### src/rtl/meas_scan_sched.sv
// meas_scan_sched: walks a latched channel mask and routes one channel at a time into a
// single period/duty measurement engine. For each selected channel it lets the engine's
// synchroniser settle, arms one measurement, waits for the finish pulse or a timeout,
// and publishes a tagged result on the res_* stream.
//
// Optional build macro: MEAS_SCAN_RESBANK_EN adds a per-channel result bank with a
// combinational read port (rd_*). Without it only the res_* stream exists.
//
// Ports:
//   clk_i, rst_ni          clock, asynchronous active-low reset
//   start_i                1-cycle scan request (ignored while scan_busy_o)
//   stop_i                 level, aborts the scan
//   continuous_i           restart the scan after the last channel
//   ch_mask_i              channels to measure, latched on an accepted start
//   sig_bus_i              raw channel inputs
//   meas_sig_o             muxed channel to the engine
//   meas_enable_o          1-cycle arm pulse to the engine
//   meas_rst_no            engine abort, active-low
//   meas_busy_i, meas_finish_i, meas_freq_i/duty_i/high_i/low_i   engine status/results
//   scan_busy_o, scan_done_o                                      scan status
//   res_valid_o, res_ch_o, res_timeout_o, res_freq_o/duty_o/high_o/low_o   result stream
//   rd_addr_i, rd_freq_o/duty_o/high_o/low_o, rd_timeout_o, rd_fresh_o   (bank only)
module meas_scan_sched #(
  parameter int unsigned NUM_CH      = 4,
  parameter int unsigned SETTLE_CYC  = 4,
  parameter int unsigned TIMEOUT_CYC = 2_200_000,
  parameter int unsigned ABORT_CYC   = 2,
  localparam int unsigned ChW        = $clog2(NUM_CH)
) (
  input  logic              clk_i,
  input  logic              rst_ni,
`ifdef MEAS_SCAN_RESBANK_EN
  input  logic [ChW-1:0]    rd_addr_i,
  output logic [25:0]       rd_freq_o,
  output logic [7:0]        rd_duty_o,
  output logic [19:0]       rd_high_o,
  output logic [19:0]       rd_low_o,
  output logic              rd_timeout_o,
  output logic              rd_fresh_o,
`endif
  input  logic              start_i,
  input  logic              stop_i,
  input  logic              continuous_i,
  input  logic [NUM_CH-1:0] ch_mask_i,
  input  logic [NUM_CH-1:0] sig_bus_i,
  output logic              meas_sig_o,
  output logic              meas_enable_o,
  output logic              meas_rst_no,
  input  logic              meas_busy_i,
  input  logic              meas_finish_i,
  input  logic [25:0]       meas_freq_i,
  input  logic [7:0]        meas_duty_i,
  input  logic [19:0]       meas_high_i,
  input  logic [19:0]       meas_low_i,
  output logic              scan_busy_o,
  output logic              scan_done_o,
  output logic              res_valid_o,
  output logic [ChW-1:0]    res_ch_o,
  output logic              res_timeout_o,
  output logic [25:0]       res_freq_o,
  output logic [7:0]        res_duty_o,
  output logic [19:0]       res_high_o,
  output logic [19:0]       res_low_o
);

  // One shared counter serves settle, timeout and abort; size it for the largest.
  localparam int unsigned CntMax =
      (TIMEOUT_CYC > SETTLE_CYC) ?
      ((TIMEOUT_CYC > ABORT_CYC) ? TIMEOUT_CYC : ABORT_CYC) :
      ((SETTLE_CYC > ABORT_CYC) ? SETTLE_CYC : ABORT_CYC);
  localparam int unsigned CntW = $clog2(CntMax + 1);

  localparam logic [CntW-1:0] SettleLast  = CntW'(SETTLE_CYC - 1);
  // Compared before the increment, so the abort is entered as the count reaches
  // TIMEOUT_CYC-1, i.e. TIMEOUT_CYC cycles after the arm pulse.
  localparam logic [CntW-1:0] TimeoutLast = CntW'(TIMEOUT_CYC - 2);
  localparam logic [CntW-1:0] AbortLast   = CntW'(ABORT_CYC - 1);

  typedef enum logic [2:0] {
    StIdle, StSelect, StArm, StWait, StCapture, StAbort, StNext
  } state_e;

  state_e            state_q, state_d;
  logic [NUM_CH-1:0] mask_q, mask_d;
  // Search pointer is one bit wider than the channel index so "past the last channel"
  // is representable without wrapping back to 0.
  logic [ChW:0]      ptr_q, ptr_d;
  logic [ChW-1:0]    ch_q, ch_d;
  logic [CntW-1:0]   cnt_q, cnt_d;
  logic              pend_q, pend_d;
  logic              done_q, done_d;
  logic              rv_q, rv_d;
  logic [ChW-1:0]    res_ch_q, res_ch_d;
  logic              res_to_q, res_to_d;
  logic [25:0]       res_freq_q, res_freq_d;
  logic [7:0]        res_duty_q, res_duty_d;
  logic [19:0]       res_high_q, res_high_d;
  logic [19:0]       res_low_q, res_low_d;

  // Lowest set mask bit at or above the search pointer.
  logic           hit;
  logic [ChW-1:0] hit_idx;

  always_comb begin
    hit     = 1'b0;
    hit_idx = '0;
    for (int i = NUM_CH - 1; i >= 0; i--) begin
      if (mask_q[i] && ((ChW + 1)'(i) >= ptr_q)) begin
        hit     = 1'b1;
        hit_idx = ChW'(i);
      end
    end
  end

  // State register
  always_ff @(posedge clk_i or negedge rst_ni) begin
    if (!rst_ni) begin
      state_q <= StIdle;
    end else begin
      state_q <= state_d;
    end
  end

  // Next-state and datapath
  always_comb begin
    state_d    = state_q;
    mask_d     = mask_q;
    ptr_d      = ptr_q;
    ch_d       = ch_q;
    cnt_d      = cnt_q;
    pend_d     = pend_q;
    done_d     = 1'b0;
    rv_d       = 1'b0;
    res_ch_d   = res_ch_q;
    res_to_d   = res_to_q;
    res_freq_d = res_freq_q;
    res_duty_d = res_duty_q;
    res_high_d = res_high_q;
    res_low_d  = res_low_q;

    unique case (state_q)
      StIdle: begin
        if (start_i) begin
          mask_d  = ch_mask_i;
          ptr_d   = '0;
          state_d = StNext;
        end
      end
      StNext: begin
        if (stop_i) begin
          state_d = StIdle;
        end else if (hit) begin
          ch_d    = hit_idx;
          ptr_d   = {1'b0, hit_idx};
          cnt_d   = '0;
          state_d = StSelect;
        end else begin
          done_d = 1'b1;
          if (continuous_i) begin
            ptr_d = '0;
          end else begin
            state_d = StIdle;
          end
        end
      end
      StSelect: begin
        if (stop_i) begin
          state_d = StIdle;
        end else if (cnt_q == SettleLast) begin
          state_d = StArm;
        end else begin
          cnt_d = cnt_q + 1'b1;
        end
      end
      StArm: begin
        if (stop_i) begin
          state_d = StIdle;
        end else if (!meas_busy_i) begin
          cnt_d   = '0;
          state_d = StWait;
        end
      end
      StWait: begin
        if (stop_i) begin
          cnt_d   = '0;
          pend_d  = 1'b0;
          state_d = StAbort;
        end else if (meas_finish_i) begin
          state_d = StCapture;
        end else if (cnt_q == TimeoutLast) begin
          cnt_d   = '0;
          pend_d  = 1'b1;
          state_d = StAbort;
        end else begin
          cnt_d = cnt_q + 1'b1;
        end
      end
      StCapture: begin
        // Engine results land one cycle after its finish pulse.
        if (stop_i) begin
          state_d = StIdle;
        end else begin
          rv_d       = 1'b1;
          res_ch_d   = ch_q;
          res_to_d   = 1'b0;
          res_freq_d = meas_freq_i;
          res_duty_d = meas_duty_i;
          res_high_d = meas_high_i;
          res_low_d  = meas_low_i;
          ptr_d      = {1'b0, ch_q} + 1'b1;
          state_d    = StNext;
        end
      end
      StAbort: begin
        // The engine reset always runs its full length; stop only drops the pending
        // timeout result and sends the scan to idle afterwards.
        if (stop_i) begin
          pend_d = 1'b0;
        end
        if (cnt_q == AbortLast) begin
          if (pend_q && !stop_i) begin
            rv_d       = 1'b1;
            res_ch_d   = ch_q;
            res_to_d   = 1'b1;
            res_freq_d = '0;
            res_duty_d = '0;
            res_high_d = '0;
            res_low_d  = '0;
            ptr_d      = {1'b0, ch_q} + 1'b1;
            state_d    = StNext;
          end else begin
            state_d = StIdle;
          end
          pend_d = 1'b0;
        end else begin
          cnt_d = cnt_q + 1'b1;
        end
      end
      default: state_d = StIdle;
    endcase
  end

  // Outputs decoded from state
  always_comb begin
    meas_enable_o = (state_q == StArm) && !meas_busy_i && !stop_i;
    meas_rst_no   = (state_q != StAbort);
    scan_busy_o   = (state_q != StIdle);
  end

  always_ff @(posedge clk_i or negedge rst_ni) begin
    if (!rst_ni) begin
      mask_q     <= '0;
      ptr_q      <= '0;
      ch_q       <= '0;
      cnt_q      <= '0;
      pend_q     <= 1'b0;
      done_q     <= 1'b0;
      rv_q       <= 1'b0;
      res_ch_q   <= '0;
      res_to_q   <= 1'b0;
      res_freq_q <= '0;
      res_duty_q <= '0;
      res_high_q <= '0;
      res_low_q  <= '0;
    end else begin
      mask_q     <= mask_d;
      ptr_q      <= ptr_d;
      ch_q       <= ch_d;
      cnt_q      <= cnt_d;
      pend_q     <= pend_d;
      done_q     <= done_d;
      rv_q       <= rv_d;
      res_ch_q   <= res_ch_d;
      res_to_q   <= res_to_d;
      res_freq_q <= res_freq_d;
      res_duty_q <= res_duty_d;
      res_high_q <= res_high_d;
      res_low_q  <= res_low_d;
    end
  end

  assign meas_sig_o    = sig_bus_i[ch_q];
  assign scan_done_o   = done_q;
  assign res_valid_o   = rv_q;
  assign res_ch_o      = res_ch_q;
  assign res_timeout_o = res_to_q;
  assign res_freq_o    = res_freq_q;
  assign res_duty_o    = res_duty_q;
  assign res_high_o    = res_high_q;
  assign res_low_o     = res_low_q;

`ifdef MEAS_SCAN_RESBANK_EN
  logic [25:0]       bank_freq_q [NUM_CH];
  logic [7:0]        bank_duty_q [NUM_CH];
  logic [19:0]       bank_high_q [NUM_CH];
  logic [19:0]       bank_low_q  [NUM_CH];
  logic [NUM_CH-1:0] bank_to_q;
  logic [NUM_CH-1:0] fresh_q;
  logic              rd_ok;

  always_ff @(posedge clk_i or negedge rst_ni) begin
    if (!rst_ni) begin
      for (int i = 0; i < NUM_CH; i++) begin
        bank_freq_q[i] <= '0;
        bank_duty_q[i] <= '0;
        bank_high_q[i] <= '0;
        bank_low_q[i]  <= '0;
      end
      bank_to_q <= '0;
      fresh_q   <= '0;
    end else begin
      if (state_q == StIdle && start_i) begin
        fresh_q <= '0;
      end
      if (rv_d) begin
        bank_freq_q[ch_q] <= res_freq_d;
        bank_duty_q[ch_q] <= res_duty_d;
        bank_high_q[ch_q] <= res_high_d;
        bank_low_q[ch_q]  <= res_low_d;
        bank_to_q[ch_q]   <= res_to_d;
        fresh_q[ch_q]     <= 1'b1;
      end
    end
  end

  // Guard addresses past NUM_CH when NUM_CH is not a power of two.
  assign rd_ok        = ({1'b0, rd_addr_i} < (ChW + 1)'(NUM_CH));
  assign rd_freq_o    = rd_ok ? bank_freq_q[rd_addr_i] : '0;
  assign rd_duty_o    = rd_ok ? bank_duty_q[rd_addr_i] : '0;
  assign rd_high_o    = rd_ok ? bank_high_q[rd_addr_i] : '0;
  assign rd_low_o     = rd_ok ? bank_low_q[rd_addr_i] : '0;
  assign rd_timeout_o = rd_ok ? bank_to_q[rd_addr_i] : 1'b0;
  assign rd_fresh_o   = rd_ok ? fresh_q[rd_addr_i] : 1'b0;
`endif

endmodule

### config.mk
export PLATFORM = sky130hd
export DESIGN_NAME = meas_scan_sched
export DESIGN_NICKNAME = d
export VERILOG_FILES = /design/src/rtl/meas_scan_sched.sv
export SDC_FILE = /design/constraint.sdc
export NUM_CORES = 1
export LEC_CHECK = 0
export BUFFER_PORTS_ARGS = -buffer_cell sky130_fd_sc_hd__buf_2
export CAP_MARGIN = 30
export CORE_AREA = 3 3 84 165
export CTS_CLUSTER_DIAMETER = 150
export DETAILED_ROUTE_END_ITERATION = 10
export DIE_AREA = 0 0 87 168
export PLACE_DENSITY = 0.69
export REMOVE_ABC_BUFFERS = 1
export SLEW_MARGIN = 20
export SYNTH_ARGS = -nofsm -noshare
export SYNTH_HDL_FRONTEND = slang
export SYNTH_SLANG_ARGS = --single-unit
### constraint.sdc
create_clock -name clk_i -period 2.78 [get_ports clk_i]
set_input_delay 0.278 -clock clk_i [delete_from_list [all_inputs] [get_ports clk_i]]
set_output_delay 0.278 -clock clk_i [all_outputs]
set_load 0.03 [all_outputs]
After elaboration in Yosys (flattened, before gate mapping)
Index checks and enable logic that the tools add are counted.

Bits in registers: 114. Output and inout port bits: 83. Logic and storage cells: 152.

Add/subtract/negate cells: 2. Order comparisons: 5. Eq/ne operators: 29. Muxes and demuxes: 79. Bitwise gates (word level): 1. Reduce and logical (&&, ||, !) cells: 22.

Operators by type and width (count): 22-bit two-way mux (10); 22-bit case mux with 5 select lines (1); 20-bit two-way mux (4); 20-bit case mux with 2 select lines (2); 26-bit two-way mux (3); 3-bit two-way mux (21); 26-bit case mux with 2 select lines (1); 8-bit two-way mux (3); 22-bit by 1-bit adder with 22-bit output, second input constant (1); 22-bit by 1-bit equality test with 1-bit output, second input constant (1); 22-bit by 2-bit equality test with 1-bit output, second input constant (1); 22-bit equality test, second input constant (1); 2-bit != test, second input constant (11); 3-bit != test, second input constant (7); 3-bit case mux with 7 select lines (1); 1-bit two-way mux (19); 8-bit case mux with 2 select lines (1); 2-bit two-way mux (7); 3-bit case mux with 4 select lines (1); 3-bit equality test, second input constant (3); 9-bit AND reduction (1); 4-bit != test, second input constant (2); 4-bit AND reduction (2); 1-bit logical AND (7); other kinds (20) (27).

Depth between registers and ports, before layout
Gate-level depths: netlist of the first run.

Depth in word-level cells: 9. Depth in mapped cells: 10. Gate-level depth less buffers: 8.

Least setup slack after synthesis of the first run
Ideal clock, no wire load.

Kind: register -> output. Start point: register state_q[0]. End point: output port meas_enable_o. Arrival: 1.834 ns. Required time: 2.502 ns. Path slack: 0.668 ns. Stages on the path, launching flop included: 5. Path buffers: 0. Cell sequence: dfrtp_1 inv_1 ha_1 inv_1 nor4_1.

Cells in the longest elaborated chain, start to end: 3.

Ends and longest elaborated chain: from (decl) (RTL line 83) `state_e state_q, state_d;`; from (signal assigned) (RTL line 118) `state_q <= StIdle;`; from (signal assigned) (RTL line 120) `state_q <= state_d;`; 3-bit by 2-bit equality test with 1-bit output (RTL line 245) `meas_enable_o = (state_q == StArm) && !meas_busy_i && !stop_i;`; 1-bit logical AND (2 in series) (RTL line 245); to (decl) (RTL line 47) `output logic meas_enable_o,`.

No other way between the ends.

Final worst setup path of the first run
Start point: register cnt_q[3]. End point: register res_freq_q[18], in the netlist res_freq_o[18].

Cells in the longest elaborated chain, start to end: 3.

Ends and longest elaborated chain: from (decl) (RTL line 89) `logic [CntW-1:0] cnt_q, cnt_d;`; from (signal assigned) (RTL line 269) `cnt_q <= cnt_d;`; 22-bit by 1-bit equality test with 1-bit output (RTL line 220) `if (cnt_q == AbortLast) begin`; 2-bit != test (no line); 4-bit AND reduction (no line); to (signal assigned) (RTL line 275) `res_freq_q <= res_freq_d;`; to (decl) (RTL line 95) `logic [25:0] res_freq_q, res_freq_d;`.

No other way between the ends. A chain may end at the register's enable or synchronous reset.

==> results.txt, run 1 <==
----------------------------------------------------
[Clocking]
  Max Root-Sink Buffers ... 2
  Clock latency at the later pin of the worst-skew pair ... 410 ps
  Clock Sinks ... approximately 110
  Library cell used as clock root buffer ... clkbuf_16
  Number of buffers created by CTS ... 17
  Reg clk slew, reported paths ... roughly 60 ps
  Post CTS Setup Buffer Count ... 0
  Number of levels in the clock H-tree ... 4
  TritonCTS clock tree ... yes

[STA]
  Shortest period the worst path allows ... between 2000 and 2500 ps
  Rel. slew slack ... between 50% and 60%
  Max Clock Freq ... 0.413 GHz
  Count of final setup violators ... 0
  Hold violation total from the final report ... 0
  Max Transition Viols Final ... 0
  Final clock skew ... 9.83 ps
  Final critical-path share of the clock period ... 87.2%
  Setup repair after global routing missed its margin ... false
  Transition at the pin with the smallest max-transition slack ... around 650 ps
  Post-layout worst setup margin ... approximately 360 ps

[Synthesis]
  Mapped Area ... 5630 um^2
  Most used flip-flop cell after synthesis ... dfrtp_1
  Flip-flop and latch count after synthesis ... 114
  Main area contributors after synthesis ... dfrtp_1 51%, nand3_1 8.0%, inv_1 6.1%, o21ai_0 4.4%, o21ai_1 3.5%
  Number of distinct library cells after synthesis ... 60
  Largest area contributor in the synthesized netlist ... dfrtp_1
  Share of the yosys chip area belonging to registers ... roughly half
  Post-synth EDFFs ... 0
  Top-area cell type share of the netlist area ... around half
  Post-synthesis area per instance ... about 9.4 um^2
  Count of mapped cells out of synthesis ... between 500 and 600
  Ys Warns ... 0
  Post-synth ARST share ... 100%

[Die]
  Die Area ... roughly 15000 um^2
  Initial core utilization ... between 40% and 50%
  Ports ... between 150 and 200
  Die span in x ... roughly 87 um
  Standard cell core area ... between 10000 and 15000 um^2
  Die Height ... between 150 and 200 um
  Number of rows created at floorplan ... 58

[Worst setup path]
  Launching element type of the critical path ... register
  Arrival time of data at the critical path endpoint ... 2750 ps
  Data required time at the worst endpoint ... ~3100 ps
  Launching element of the worst setup path ... cnt_q[3]
  Crit Path Class ... register to register
  R2R Path Start ... cnt_q[3]
  Crit Path Max Fanout ... 47
  Element type at the critical path end ... register

[Pwr]
  Total leakage power ... 3.48 nW
  Power per Cell Area ... between 1000 and 1500 nW/um^2
  Total chip power ... between 0.008 and 0.009 W
  Max VDD drop ... about 0.78 mV

[Global routing]
  Global routing usage summed across all routing layers ... around 22%
  Number of global-route vias before repair ... 5233
  Pin count of the biggest net entering global routing ... approximately 80
  First-pass GRT wire length ... approximately 25 mm
  Total overflow reported by the global router ... 0
  Initial antenna violation count ... 1

[Job]
  Maxcap violations ... 0

[Status]
  Run status ... complete, no violations

[Route]
  First-pass detailed-route iteration total ... 4
  Final wirelength ... 15.0 mm
  Number of vias in the routed layout ... between 5000 and 6000
  Number of violations reported at the end of detailed-routing iteration 0 ... 288
  Detailed-route DRC error count ... 0
  Average wire length per cell after detail routing ... about 16 um
  Count of antenna-violating nets left after detailed routing ... 0
  Post-DR vias/cell ... 5.37

[Placement]
  Worst slack at placement ... 392 ps
  Global placer's final weighted congestion ... 0.873
  HPWL after detailed placement ... between 10 and 15 mm
  Port Buffer Count ... 171

[Hold path]
  HP Class ... input port to register
  Worst Hold Launch ... meas_duty_i[0]

[Finish]
  Commonest cells after routing, fill and taps aside ... 170 x buf_2, 114 x dfrtp_1, 90 x inv_1, 90 x nand3_1, 50 x o21ai_0
  Filler Cell Count ... 1095
  Share of layout cells above drive strength 1 ... 31.5%
  Sequential Area ... approximately 2900 um^2
  Synthesis-to-finish area growth ... 28.0%
  Most common library cell in the layout ignoring fill and taps ... buf_2
  Combined area of the multi-input logic cells ... 2210 um^2
  # nets final ... just under 900

----------------------------------------------------
through the flow:
stage / hold slack, ps / cells / util (%) / area, um^2 / TNS, ps
floorplan: -17.6 / 564 / - / 5400 / -96500
global placement: 264 / 901 / 52.0 / 6610 / 0
detailed placement: 267 / 901 / 52.0 / 6610 / 0
CTS: 77.8 / 934 / 56.7 / 7210 / 0
global route: 77.2 / 935 / 56.8 / 7210 / 0
finish: 92.3 / 935 / 56.8 / 7210 / 0
sequential cells by signal, indices dropped and copies added (netlist names):
name	count
cnt_q	22
scan_done_o	1
res_high_o	20
state_q	3
mask_q	4
res_duty_o	8
res_freq_o	26
res_timeout_o	1
ptr_q	3
res_ch_o	2
ch_q	2
pend_q	1
res_low_o	20
res_valid_o	1
power breakdown:
| group | total (W) | internal [W] | switching [W] |
|---|---|---|---|
| logic | 0.00383 | 0.00121 | 0.00262 |
| registers | 0.00274 | 0.00231 | 0.000426 |
| clock network | 0.00212 | 0.00133 | 0.000794 |
layer usage:
metal	routed length (um)	track usage, %	vias up	share of wire (%)
met5	0	0	-	0
met4	411	8.82	0	2.7
met3	722	6.42	24	4.8
met2	8470	38.0	147	56
met1	5410	23.9	2430	36
li1	-	-	2423	-
cell families after synthesis:
kind of cell / share of synthesized area (%)
xor+xnor: 0.311
mux: 3.56
fa+ha+maj: 1.78
compound gates: 15.2
simple gates: 18.1
flops: 50.7
buf+inv: 10.4
worst max-delay path, cell delays in order (launching register included):
cell	delay, ps
dfrtp_1	420
nor4_1	490
nand3_1	220
nor3_2	240
a41o_4	470
buf_12	250
nand3_1	100
o21ai_1	120
path summary, 6_finish.rpt:
check                                 end  slack, ps  cells after the start
max in group asynchronous   res_high_o[9]       1630                      3
min                         res_duty_o[0]         90                      3
max                        res_freq_o[18]        360                      7
max reg2reg                res_freq_o[18]        360                      7
min in group asynchronous    res_low_o[1]        360                      2
min reg2reg                     mask_q[2]        500                      1
area by class of cell:
type / instances / area share (%)
inverters: 92 / 4.83
multi-input cells: 358 / 30.6
flip-flops and latches: 114 / 39.6
clock inverters: 10 / 1.41
well taps: 150 / 2.60
clock buffers: 22 / 6.72
diodes: 1 / 0.0347
repair buffers: 188 / 14.2
Yosys cell counts, drive strengths merged (3+ instances only):
cell type,count
a21oi,21
and2,3
buf,17
clkbuf,18
dfrtp,114
ha,8
inv,92
mux2,14
nand2,18
nand3,90
nand4,7
nor2,21
nor2b,5
nor3,7
nor4,7
o21ai,89
o22ai,3
o31ai,12
or3,6
or4,10
timing repair:
| action | CTS | global route |
|---|---|---|
| setup endpoints to repair | 0 | 0 |
| hold buffers | 1 | 0 |
| endpoints found under the hold margin | 34 | 0 |
| resized for setup | 0 | 0 |
No activity file was read; power rests on OpenSTA's default activity.
==> run 2: changes to the inputs <==
- clock period: 2.78 -> 2.9 ns (I/O delays scaled with it)
==> results.txt, run 2 (synthesis results as in run 1) <==
----------------------------------------------------
[Status]
  Run status ... complete, no violations

[Route]
  Average wire length per cell after detail routing ... 16.2 um (+0.75%)
  Number of violations reported at the end of detailed-routing iteration 0 ... 214 (-26%)
  Final wirelength ... 15.1 mm (+0.53%)
  Post-DR vias/cell ... 5.39 (+0.39%)
  Number of vias in the routed layout ... 5033 (+0.18%)
  First-pass detailed-route iteration total ... 5 (+1)
  Detailed-route DRC error count ... 0 (unchanged)
  Count of antenna-violating nets left after detailed routing ... 0 (unchanged)

[Clocking]
  Post CTS Setup Buffer Count ... 0 (unchanged)
  Cts hold-fix bufs ... 1 (unchanged)
  Clock latency at the later pin of the worst-skew pair ... 410 ps (about the same)
  Quantity of gates resized following cts ... 0 (unchanged)
  Clock Sinks ... 114 (unchanged)
  TritonCTS clock tree ... yes
  Library cell used as clock root buffer ... clkbuf_16
  Reg clk slew, reported paths ... 60 ps (about the same)
  Max Root-Sink Buffers ... 2 (unchanged)
  Number of buffers created by CTS ... 17 (unchanged)
  Number of levels in the clock H-tree ... 4 (unchanged)

[Die]
  Standard cell core area ... 12700 um^2 (unchanged)
  Number of rows created at floorplan ... 58 (unchanged)
  Die Area ... 14600 um^2 (unchanged)
  Die span in x ... 87 um (unchanged)
  Initial core utilization ... 44.3% (unchanged)
  Die Height ... 168 um (unchanged)
  Ports ... 172 (unchanged)

[STA]
  Final clock skew ... 11.6 ps (+1.78 ps)
  Shortest period the worst path allows ... 2530 ps (+107 ps)
  Max Clock Freq ... 0.395 GHz (-4.2%)
  Hold violation total from the final report ... 0 (unchanged)
  Final critical-path share of the clock period ... 87.3% (+0.094 points)
  Count of final setup violators ... 0 (unchanged)
  Setup repair after global routing missed its margin ... false
  Max Transition Viols Final ... 0 (unchanged)
  Transition at the pin with the smallest max-transition slack ... 691 ps (+44.6 ps)
  Rel. slew slack ... 54.0% (-3.0 points)

[Pwr]
  Clock network power share ... 25.8% (+1.4 points)
  Switching fraction of total power ... 44.1% (-0.10 points)
  Max VDD drop ... 0.734 mV (-6.0%)
  Total leakage power ... 3.49 nW (+0.40%)
  Power per Cell Area ... 1170 nW/um^2 (-3.0%)
  Internal power ... 0.00472 W (-2.6%)
  Comb pwr share ... 43.2% (-0.9 points)
  Part of the power in registers ... 31.0% (-0.5 points)
  Reported net switching power ... 0.00373 W (-3.0%)

[Worst setup path]
  Launching element type of the critical path ... register
  Crit Path Max Fanout ... 32 (-32%)
  Arrival time of data at the critical path endpoint ... 2820 ps (+70 ps)
  Cell with the biggest individual delay on the critical path ... nor4_1
  List of cells traversed by the critical path ... nor4_1 > nand3_1 > nor3_2 > a41o_4 > buf_12 > mux2_2
  Data required time at the worst endpoint ... 3190 ps (+80 ps)
  Crit Path Class ... register to register
  Stage delay of the slowest cell on the critical path ... 510 ps (+20 ps)
  Element type at the critical path end ... register

[Placement]
  Post-placement cell count ... 899 (-0.22%)
  HPWL after detailed placement ... 10.8 mm (-1.1%)
  Port Buffer Count ... 171 (unchanged)
  Global placer's final weighted congestion ... 0.919 (+5.4%)

[Global routing]
  Initial antenna violation count ... 1 (unchanged)
  Total overflow reported by the global router ... 0 (unchanged)
  Number of global-route vias before repair ... 5170 (-1.2%)
  First-pass GRT wire length ... 24.9 mm (about the same)
  Global routing usage summed across all routing layers ... 21.3% (-0.38 points)
  Pin count of the biggest net entering global routing ... 61 (-25%)

[Finish]
  Share of layout cells above drive strength 1 ... 31.5% (-0.047 points)
  Number of flip-flops in the largest register ... 26 (unchanged)
  Post-layout instance count excluding filler cells ... 933 (-0.21%)
  Share of the core filled with cells in the final layout ... 56.9% (+0.13 points)
  Commonest cells after routing, fill and taps aside ... 170 x buf_2, 114 x dfrtp_1, 90 x inv_1, 90 x nand3_1, 50 x o21ai_0
  Synthesis-to-finish area growth ... 28.3%
  # nets final ... 866 (-0.23%)
  Most common library cell in the layout ignoring fill and taps ... buf_2

[Job]
  Maxcap violations ... 0 (unchanged)

[Hold path]
  HP Class ... input port to register

----------------------------------------------------
-- run 2: worst paths after layout --
kind                             endpoint             from  cells after the start  slack, ps
max                           res_ch_o[1]         cnt_q[3]                      6        370
min                        res_high_o[11]  meas_high_i[11]                      3        100
max reg2reg                   res_ch_o[1]         cnt_q[3]                      6        370
min reg2reg                   res_ch_o[0]      res_ch_o[0]                      1        510
max in group asynchronous       mask_q[2]           rst_ni                      3       1660
min in group asynchronous  res_high_o[19]           rst_ni                      2        470
-- run 2: cell type report --
| cell class | instances | area (um^2) |
|---|---|---|
| diodes | 1 | 2.50 |
| clock buffers | 18 | 439 |
| clock inverters | 14 | 178 |
| fillers | 1108 | 5480 |
| inverters | 92 | 348 |
| multi-input cells | 358 | 2210 |
| flip-flops and latches | 114 | 2850 |
| well taps | 150 | 188 |
| repair buffers | 186 | 1010 |
-- run 2: critical path, delay by kind of cell, from the launching register on --
kind / cells / cell delay (ps)
and+or+nand+nor: 3 / 980
buffers and inverters: 1 / 210
AOI/OAI and AO/OA: 1 / 430
muxes: 1 / 350
DFF: 1 / 430
-- run 2: metrics by stage --
step | instance area (um^2) | setup WS [ps] | TNS [ps] | total power [W] | hold WS (ps)
after floorplan | 5400 | -1280 | -86990 | 0.00502 | -5.59
after global placement | 6600 | 468 | 0 | 0.00618 | 373
after detailed placement | 6600 | 375 | 0 | 0.00626 | 376
after CTS | 7220 | 358 | 0 | 0.00850 | 90.8
after global routing | 7220 | 146 | 0 | 0.00892 | 103
final | 7220 | 368 | 0 | 0.00845 | 104
-- run 2: power groups by stage --
stage / Sequential [W] / Clock, W / Combinational (W)
floorplan: 0.00366 / 0 / 0.00136
global placement: 0.00261 / 0 / 0.00357
detailed placement: 0.00262 / 0 / 0.00364
CTS: 0.00262 / 0.00221 / 0.00366
global route: 0.00270 / 0.00228 / 0.00393
finish: 0.00262 / 0.00218 / 0.00365
-- run 2: per-layer routing --
layer  GRT usage [%]  routed length, um  vias up
met4            9.70                440        0
met1            25.3               5710     2406
li1                -                  -     2417
met2            36.3               8200      173
met5               0                  0        -
met3            4.26                749       37
==> run 3: changes to the inputs <==
- PLACE_DENSITY: 0.69 -> 0.7
==> results.txt, run 3 (synthesis results as in run 1) <==
----------------------------------------------------
[Worst setup path]
  R2R Path Start ... mask_q[2]
  Crit Path Class ... register to output pin
  Capturing instance or port of the critical path ... meas_rst_no
  Arrival time of data at the critical path endpoint ... 2350 ps (-470 ps)
  Launching element type of the critical path ... register
  RR Endpoint ... cnt_q[18]
  Element type at the critical path end ... output pin
  Reg-to-reg slack, setup ... 400 ps (+30 ps)
  Crit Path Max Fanout ... 50 (+56%)
  Worst reg-to-reg path cell count ... 8 (+2)
  Data required time at the worst endpoint ... 2610 ps (-580 ps)
  Launching element of the worst setup path ... state_q[1]

[Placement]
  HPWL after detailed placement ... 11.6 mm (+7.5%)
  Global placer's final weighted congestion ... 0.976 (+6.2%)
  Worst slack at placement ... 411 ps (+36.2 ps)
  Port Buffer Count ... 171 (unchanged)

[Route]
  Average wire length per cell after detail routing ... 16.8 um (+4.1%)
  Post-DR vias/cell ... 5.57 (+3.3%)
  First-pass detailed-route iteration total ... 5 (unchanged)
  Count of antenna-violating nets left after detailed routing ... 0 (unchanged)
  Detailed-route DRC error count ... 0 (unchanged)
  Number of violations reported at the end of detailed-routing iteration 0 ... 365 (+71%)
  Number of vias in the routed layout ... 5186 (+3.0%)
  Final wirelength ... 15.7 mm (+3.9%)

[STA]
  Setup repair after global routing missed its margin ... false
  Setup_tns ... 0 ps (unchanged)
  Final critical-path share of the clock period ... 91.2% (+3.9 points)
  Transition at the pin with the smallest max-transition slack ... 688 ps (-2.95 ps)
  Count of final setup violators ... 0 (unchanged)
  Hold violation total from the final report ... 0 (unchanged)
  Shortest period the worst path allows ... 2640 ps (+112 ps)
  Final clock skew ... 13.8 ps (+2.24 ps)
  Max Transition Viols Final ... 0 (unchanged)
  Max Clock Freq ... 0.378 GHz (-4.2%)
  Post-layout worst setup margin ... 256 ps (-112 ps)
  Rel. slew slack ... 54.1% (+0.10 points)

[Finish]
  Number of flip-flops in the largest register ... 26 (unchanged)
  Filler Cell Count ... 1108 (unchanged)
  Most common library cell in the layout ignoring fill and taps ... buf_2
  Share of layout cells above drive strength 1 ... 31.2% (-0.22 points)
  Share of the core filled with cells in the final layout ... 56.2% (-0.65 points)
  Synthesis-to-finish area growth ... 26.8%
  N_diodes ... 0 (-1)
  # nets final ... 865 (-0.12%)
  Commonest cells after routing, fill and taps aside ... 170 x buf_2, 114 x dfrtp_1, 90 x inv_1, 90 x nand3_1, 50 x o21ai_0

[Die]
  Die Area ... 14600 um^2 (unchanged)
  Ports ... 172 (unchanged)
  Die span in x ... 87 um (unchanged)
  Standard cell core area ... 12700 um^2 (unchanged)
  Initial core utilization ... 44.3% (unchanged)
  Die Height ... 168 um (unchanged)
  Number of rows created at floorplan ... 58 (unchanged)

[Hold path]
  HP Class ... input port to register

[Clocking]
  Number of buffers created by CTS ... 17 (unchanged)
  Max Root-Sink Buffers ... 2 (unchanged)
  TritonCTS clock tree ... yes
  Reg clk slew, reported paths ... 60 ps (about the same)
  Clock Sinks ... 114 (unchanged)
  Post CTS Setup Buffer Count ... 0 (unchanged)
  Number of levels in the clock H-tree ... 4 (unchanged)
  Clock latency at the later pin of the worst-skew pair ... 420 ps (about the same)
  Library cell used as clock root buffer ... clkbuf_16

[Pwr]
  Power per Cell Area ... 1160 nW/um^2 (-1.1%)
  Max VDD drop ... 0.622 mV (-15%)
  Total chip power ... 0.00826 W (-2.2%)
  Total leakage power ... 3.45 nW (-1.1%)

[Global routing]
  Global routing usage summed across all routing layers ... 22.1% (+0.75 points)
  Total overflow reported by the global router ... 0 (unchanged)
  Number of global-route vias before repair ... 5235 (+1.3%)
  First-pass GRT wire length ... 25.4 mm (+2.1%)
  Pin count of the biggest net entering global routing ... 78 (+28%)
  Initial antenna violation count ... 0 (-1)

[Job]
  Maxcap violations ... 0 (unchanged)

[Status]
  Run status ... complete, no violations

----------------------------------------------------
run 3: cell types whose count changed in the layout (fill, tap and decap cells not counted):
cell,before,now
clkinv_2,1,3
clkbuf_1,0,1
clkbuf_8,1,0
buf_12,3,2
diode_2,1,0
inv_6,4,6
bufinv_16,3,1
clkinv_4,2,0
run 3: worst min-delay path by stage:
stage / start / endpoint / slack (ps) / cells past startpoint
after global routing: ch_mask_i[0] / mask_q[0] / 100 / 2
after floorplan: rst_ni / ch_q[0] / -6 / 0
final: meas_low_i[12] / res_low_o[12] / 90 / 3
after detailed placement: rst_ni / res_low_o[5] / 330 / 1
after global placement: rst_ni / res_low_o[5] / 310 / 1
after CTS: meas_low_i[12] / res_low_o[12] / 90 / 3
run 3: cell type report:
class	instances	area, um^2	share of cell area [%]
sequential	114	2850	39.9
multi-input combinational	358	2210	30.9
timing repair buffer	185	991	13.9
clock buffer	18	429	6.01
inverter	92	348	4.87
tap	150	188	2.63
clock inverter	14	128	1.79
run 3: metal layers:
layer / vias to the layer above / wire (um) / GRT usage [%] / part of all wire (%)
met5: - / 0 / 0 / 0
met4: 0 / 435 / 9.16 / 2.8
met3: 33 / 925 / 5.63 / 5.9
met2: 206 / 8790 / 39.9 / 56
met1: 2533 / 5530 / 23.6 / 35
li1: 2414 / - / - / -
run 3: critical path, stage by stage (launching register included):
cell     delay (ps)
dfrtp_1         410
inv_1            90
ha_1            340
and2_1          280
inv_2            80
buf_4           440
buf_2           300
run 3: timing repair:
action | 4_1_cts | 5_1_grt
endpoints found under the hold margin | 43 | 0
resized for setup | 0 | 0
hold buffers | 1 | 0
setup endpoints to repair | 0 | 0
run 3: stage by stage:
| step | instance area (um^2) | hold WS [ps] | std cells |
|---|---|---|---|
| after global placement | 6580 | 314 | 898 |
| after global routing | 7140 | 100 | 931 |
| after detailed placement | 6580 | 325 | 898 |
| after floorplan | 5400 | -5.59 | 564 |
| after CTS | 7140 | 88.2 | 931 |
| final | 7140 | 91.2 | 931 |
run 3: power breakdown:
| part | total [W] | switching [W] | internal (W) |
|---|---|---|---|
| clock network | 0.00196 | 0.000777 | 0.00119 |
| logic | 0.00365 | 0.00253 | 0.00113 |
| registers | 0.00264 | 0.000426 | 0.00222 |
